$ cat src/rtl/seq_priority_encoder.sv
// Registered priority encoder: sticky pending requests granted one per cycle onto a valid/ready code output.
// Define SEQ_PRIORITY_ENCODER_RR_EN for round-robin search; the default build uses fixed lowest-index-first priority.
module seq_priority_encoder #(
    parameter int N = 4,
    parameter int W = 2
) (
    input  logic         clk,
    input  logic         rst_n,
    input  logic         E,
    input  logic [N-1:0] req,
    output logic [N-1:0] pend,
    output logic         out_valid,
    input  logic         out_ready,
    output logic [W-1:0] out_code,
    output logic         ovf
);

    typedef enum logic {
        EMPTY = 1'b0,
        FULL  = 1'b1
    } state_t;

    state_t       state_q, state_d;
    logic [N-1:0] req_in;
    logic [N-1:0] cand;
    logic [N-1:0] gh;
    logic [N-1:0] pend_d;
    logic [W-1:0] g;
    logic [W-1:0] code_d;
    logic         load;
    logic         ovf_d;

`ifdef SEQ_PRIORITY_ENCODER_RR_EN
    logic [W-1:0] ptr_q, ptr_d;
    int           idx;
    logic         found;
`endif

    // NOTE: every signal assigned below gets a default first so no path leaves it unassigned (no latches).
    always_comb begin
        req_in  = req & {N{E}};
        cand    = pend | req_in;
        load    = (state_q == EMPTY) || out_ready;
        g       = '0;
        gh      = '0;
        state_d = state_q;
        code_d  = out_code;

`ifdef SEQ_PRIORITY_ENCODER_RR_EN
        idx   = 0;
        found = 1'b0;
        ptr_d = ptr_q;
        // Walk N positions starting at ptr, wrapping at N rather than 2^W.
        for (int k = 0; k < N; k++) begin
            idx = int'(ptr_q) + k;
            if (idx >= N) idx = idx - N;
            if (!found && cand[idx]) begin
                found = 1'b1;
                g     = W'(idx);
            end
        end
`else
        // Descending scan so the lowest set index is the one left in g.
        for (int i = N - 1; i >= 0; i--) begin
            if (cand[i]) g = W'(i);
        end
`endif

        if (load) begin
            if (|cand) begin
                state_d = FULL;
                code_d  = g;
                gh[g]   = 1'b1;
`ifdef SEQ_PRIORITY_ENCODER_RR_EN
                ptr_d   = (int'(g) == N - 1) ? '0 : W'(int'(g) + 1);
`endif
            end else begin
                state_d = EMPTY;
            end
        end

        // A request arriving on an index already pending (and not granted now) is merged and lost.
        pend_d = cand & ~gh;
        ovf_d  = ovf | (|(req_in & pend & ~gh));
    end

    // NOTE: state registers use non-blocking assignments so every flop samples pre-edge values.
    always_ff @(posedge clk) begin
        if (!rst_n) begin
            state_q  <= EMPTY;
            pend     <= '0;
            out_code <= '0;
            ovf      <= 1'b0;
`ifdef SEQ_PRIORITY_ENCODER_RR_EN
            ptr_q    <= '0;
`endif
        end else begin
            state_q  <= state_d;
            pend     <= pend_d;
            out_code <= code_d;
            ovf      <= ovf_d;
`ifdef SEQ_PRIORITY_ENCODER_RR_EN
            ptr_q    <= ptr_d;
`endif
        end
    end

    assign out_valid = (state_q == FULL);

endmodule

$ cat config.mk
export PLATFORM = sky130hd
export DESIGN_NAME = seq_priority_encoder
export DESIGN_NICKNAME = d
export VERILOG_FILES = /design/src/rtl/seq_priority_encoder.sv
export SDC_FILE = /design/constraint.sdc
export NUM_CORES = 1
export LEC_CHECK = 0
export ABC_AREA = 1
export BUFFER_PORTS_ARGS = -buffer_cell sky130_fd_sc_hd__buf_4
export CAP_MARGIN = 20
export CORE_AREA = 2 2 39 41
export DETAILED_ROUTE_END_ITERATION = 8
export DIE_AREA = 0 0 41 43
export GPL_TIMING_DRIVEN = 0
export PLACE_DENSITY = 0.63
export RECOVER_POWER = 100
export SYNTH_ARGS = -nofsm -noshare
export SYNTH_HDL_FRONTEND = slang
export SYNTH_SLANG_ARGS = --single-unit
$ cat constraint.sdc
create_clock -name clk -period 1.1 [get_ports clk]
set_clock_uncertainty 0.2 [all_clocks]
set_input_delay 0.11 -clock clk [delete_from_list [all_inputs] [get_ports clk]]
set_output_delay 0.11 -clock clk [all_outputs]
set_load 0.03 [all_outputs]
Word-level counts from Yosys, hierarchy flattened
Cells that the tools add are included.
{ "word_totals": {"regBits": 8, "in_bits": 8, "output_inout_bits": 8, "elab_cells": 28} }
{ "classes": {"reduce_logical": 5, "n_lt_le_gt_ge": 2, "bitwise": 8, "muxes": 9} }
{ "ops": {"columns": ["cell", "n"], "rows": [
  ["AND 4 bit", 4],
  ["2-to-1 mux 2 bit", 4],
  ["2-to-1 mux 4 bit", 2],
  ["OR reduction 4 bit", 2],
  ["NOT 4 bit", 1],
  ["OR 4 bit", 1],
  ["less-than comparator 2 x 3 -> 1 bit (second input constant)", 1],
  ["demux 1 bit (select 2 bit)", 1],
  [">= comparator 2 x 1 -> 1 bit (second input constant)", 1],
  ["2-to-1 mux 1 bit", 2],
  ["AND reduction 2 bit", 1],
  ["logical AND 1 bit", 1],
  ["logical OR 1 bit", 1],
  ["NOT 1 bit", 1],
  ["OR 1 bit", 1]
]} }

Longest topological paths before layout
{ "logic_depth": {"word_depth": 16, "mapped_depth": 8, "depth_no_buf": 8} }

Worst setup path after synthesis
OpenSTA, ideal clock, no wires.
{ "synth_timing": {"kind": "reg-to-reg", "startpoint": "register pend[0]", "endpoint": "register ovf", "stages_incl_launch_ff": 9, "setup_time_ns": 0.113, "arrival_time_ns": 1.041, "path_buffers": 0, "path_slack_ns": -0.254, "synth_period_minus_slack_ns": 1.354, "t_required_ns": 0.787, "path_cell_list": "dfxtp_1 > inv_1 > nand2_2 > nor2_4 > nand2_1 > nand3_1 > nand2_1 > nor2_1 > nand2_1"} }
{ "synth_via": {"elab_chain_cells": 12, "word_cells_on_any_way": 15, "cone_classes": "order compare (2); mux (5); bitwise (5); reduce/logical (3)"} }
{ "synth_lines": {"columns": ["element", "line", "source"], "rows": [
  ["start, declared", "11", "output logic [N-1:0] pend,"],
  ["start signal, assigned", "99", "pend <= pend_d;"],
  ["OR 4 bit", "42", "cand = pend | req_in;"],
  ["2-to-1 mux 2 bit", "65", "if (cand[i]) g = W'(i);"],
  ["less-than comparator 2 x 3 -> 1 bit (implied by the code) / >= comparator 2 x 1 -> 1 bit (equally long branches)", "73", "gh[g] = 1'b1;"],
  ["logical AND 1 bit (implied by the code)", "73", null],
  ["2-to-1 mux 1 bit (implied by the code)", "73", null],
  ["demux 1 bit (select 2 bit)", "73", null],
  ["2-to-1 mux 4 bit", "70", "if (|cand) begin"],
  ["2-to-1 mux 4 bit", "69", "if (load) begin"],
  ["NOT 4 bit", "84", "ovf_d = ovf | (|(req_in & pend & ~gh));"],
  ["AND 4 bit *", "84", null],
  ["OR reduction 4 bit *", "84", null],
  ["OR 1 bit *", "84", null],
  ["end signal, assigned", "101", "ovf <= ovf_d;"],
  ["end, declared", "15", "output logic ovf"]
]} }
Mark *: on every way between the ends. The rest lies on a longest branch, timed or not.
A chain may end at the register's enable or synchronous reset.

Final worst setup path
{ "layout_timing": {"startpoint": "register pend[1]", "endpoint": "register ovf"} }
{ "layout_via": {"elab_chain_cells": 13, "word_cells_on_any_way": 16, "cone_classes": "order compare (2); mux (6); bitwise (5); reduce/logical (3)"} }
{ "layout_lines": {"columns": ["element", "line"], "rows": [
  ["OR 4 bit", "42"],
  ["2-to-1 mux 2 bit (2 in series)", "65"],
  ["less-than comparator 2 x 3 -> 1 bit (implied by the code) / >= comparator 2 x 1 -> 1 bit (equally long branches)", "73"],
  ["logical AND 1 bit (implied by the code)", "73"],
  ["2-to-1 mux 1 bit (implied by the code)", "73"],
  ["demux 1 bit (select 2 bit)", "73"],
  ["2-to-1 mux 4 bit", "70"],
  ["2-to-1 mux 4 bit", "69"],
  ["NOT 4 bit", "84"],
  ["AND 4 bit *", "84"],
  ["OR reduction 4 bit *", "84"],
  ["OR 1 bit *", "84"]
]} }
Marks and branches as above.

==> flow_summary.yaml <==
status:
  status: "finished with violations"
  violations: "hold timing, setup timing"
yosys:
  synth_area_um2: 429
  synthTopCellsByCount: "nand2_1, inv_1, nor2_1"
  synth_top_area_frac: 0.373
  yosys_warnings: 0
  avgSynthCellArea_um2: 6.41
  async_flop_share: 0
  synth-seq-cells: 8
  seq_area_frac_synth: 0.373
  synth_area_leaders: "dfxtp_1, nand2_1, nand2_2"
  yosys.area.top_type: "dfxtp_1"
  synth_most_common_cell: "nand2_1"
  synth_edf_count: 0
  ys.flop_type: "dfxtp_1"
  syn_nets: 75
  synth_cell_types: 13
  syn-instance-count: 67
route:
  avgRoutedWirePerCell_um: 9.84
  top_layer: "met4"
  vias: 475
  drtIter0Drc: 1
  drc: 0
  antenna_left: 0
  wl_met2_um: 502
  wl_met1_um: 438
  via_per_inst: 4.48
  drt-total-wl_um: 1040
  drtPass1Iterations: 2
  wl_met3_um: 58
layout:
  nets: 99
  area_growth_pct: 64.1
  antenna_cells: 0
  drive_gt1_frac: 0.533
worst_setup_path:
  crit_path_top_delay_cell: "dfxtp_4"
  critical_path_arrival_ns: 1.23
  crit_buf_inv: 1
  rr_worst_depth: 8
  startpoint: "pend[1]$_SDFF_PN0_"
  critPathLaunchType: "flop"
  path_class: "reg2reg"
  path_common_cell: "nor2_1"
  rr_startpoint: "pend[1]$_SDFF_PN0_"
  crit_chain: "inv_4 -> nand2_4 -> nor2_4 -> nand3_2 -> nand2_2 -> nor2_1 -> nor2_1 -> nand2_1"
  path_max_fanout: 5
  slowest_delay_ns: 0.35
  worst-path-stages: 8
  required_ns: 1.06
  crit_path_end_kind: "flop"
  cp_top_family: "simple AND/OR/NAND/NOR gates"
cts:
  clock_latency_ns: 0.26
  h-tree-depth: 1
  cts_hold_buffers: 2
  clock_path_buffers: 2
  clock-sinks: 8
  cts-root-buf: "clkbuf_4"
  cts.clk_slew.worst_paths_ns: 0.06
  cts_tree: "built"
  cts_buffers: 3
power:
  leakagePower_uw: 0.000348
  power.total_uw: 875
  p_per_area_nw_per_um2: 1240
  irDropWorstVdd_mv: 0.655
timing:
  min_period_ns: 1.26
  fin_ws_ns: -0.164
  rsz0062_at_grt: "true"
  worst_slew_pin_slew_ns: 0.195
  holdWs_ns: -0.0793
  fin_crit_sh: 1.15
  setup_viol: 7
  slew_headroom: 0.870
  hold_viol_final: 1
  setup_tns_ns: -0.747
  fmax_mhz: 791
  finalMaxSlewViolations: 0
grt:
  grt-ovfl-total: 0
  antenna_found_initial: 0
  grt_pass1_vias: 469
  grt_max_degree: 10
  grt_usage: 0.152
  grt_pass1_wl_um: 1770
floorplanning:
  die-width_um: 41
  start_util: 0.310
  coreArea_um2: 1380
  dieArea_um2: 1760
  rows: 14
  die_y_um: 43
  ios: 16
placed_design:
  portBuffers: 14
  gp_congestion: 0.757
  dp.final_hpwl_um: 719
  post-place-ws_ns: -0.165
flow_run:
  cap_violations: 0
min_path:
  min_from: "req[3]"
  hp-class: "in2reg"
  hold_depth: 3
## layout by cell type, fill, tap and decap left out, types with 2 or more instances in the layout
master     n
nand2_2   10
nor3_1     2
dfxtp_4    3
buf_4     14
dfxtp_1    4
buf_6      3
inv_4      2
nor2_1     8
clkbuf_4   3
inv_1      5
nand2_1   12
nand2_4    3
nand3_1    4
nand4_1    2
inv_2      3
## flip-flops by register name (all words and copies together), names as in the netlist
name	count
ovf	1
out_valid	1
out_code	2
pend	4
## report_power, final
| part | switching, µW | internal (µW) | leakage [µW] | total (µW) |
|---|---|---|---|---|
| clock network | 114 | 140 | 0.0000150 | 254 |
| registers | 18.6 | 313 | 0.0000680 | 332 |
| logic | 168 | 121 | 0.000265 | 289 |
| total | 301 | 574 | 0.000348 | 875 |
## layout make-up
type                       count  area (µm²)
buffer                         1        5.00
sequential                     8         173
timing repair buffer          19         161
inverter                      10        42.5
multi-input combinational     48         277
clock buffer                   4        26.3
tap                           16        20.0
fill                         132         679
## per-stage QoR
step	hold slack [ns]	util	std cells	area, µm²
3_3_place_gp	0.182	0.415	97	574
2_1_floorplan	0.0600	-	67	449
4_1_cts	-0.0689	0.489	106	677
6_report	-0.0793	0.509	106	704
5_1_grt	-0.0672	0.509	106	704
3_5_place_dp	0.193	0.415	97	574
## worst register-to-register path, stage by stage (launching register included)
cell,delay (ns)
dfxtp_4,0.35
inv_4,0.06
nand2_4,0.05
nor2_4,0.17
nand3_2,0.08
nand2_2,0.07
nor2_1,0.04
nor2_1,0.10
nand2_1,0.06
## kinds of logic (layout without fill, tap and decap cells)
logic type / count (synthesis) / after routing / synth area share
DFF: 8 / 8 / 0.373
buffers and inverters: 11 / 34 / 0.0991
AOI/OAI and AO/OA: 4 / 4 / 0.0466
and+or+nand+nor: 44 / 44 / 0.481
## layer usage
metal | GRT usage | vias up
met5 | 0 | -
met4 | 0.100 | 0
met3 | 0.0471 | 5
met2 | 0.219 | 11
met1 | 0.184 | 207
li1 | - | 252
## path summary, 6_finish.rpt
check	slack [ns]	end
worst max-delay path	-0.16	ovf$_SDFF_PN0_
worst min-delay path	-0.08	pend[3]$_SDFF_PN0_
worst max register to register	-0.16	ovf$_SDFF_PN0_
worst min register to register	0.27	out_code[0]$_SDFFE_PN0P_
## timing repair
action                     CTS  global route
pin swaps                    6             6
setup endpoints to repair    7            10
gates resized for setup      9             9
setup buffers                3             0
hold endpoints to repair     4             1
(Power assumes the default switching activity.)
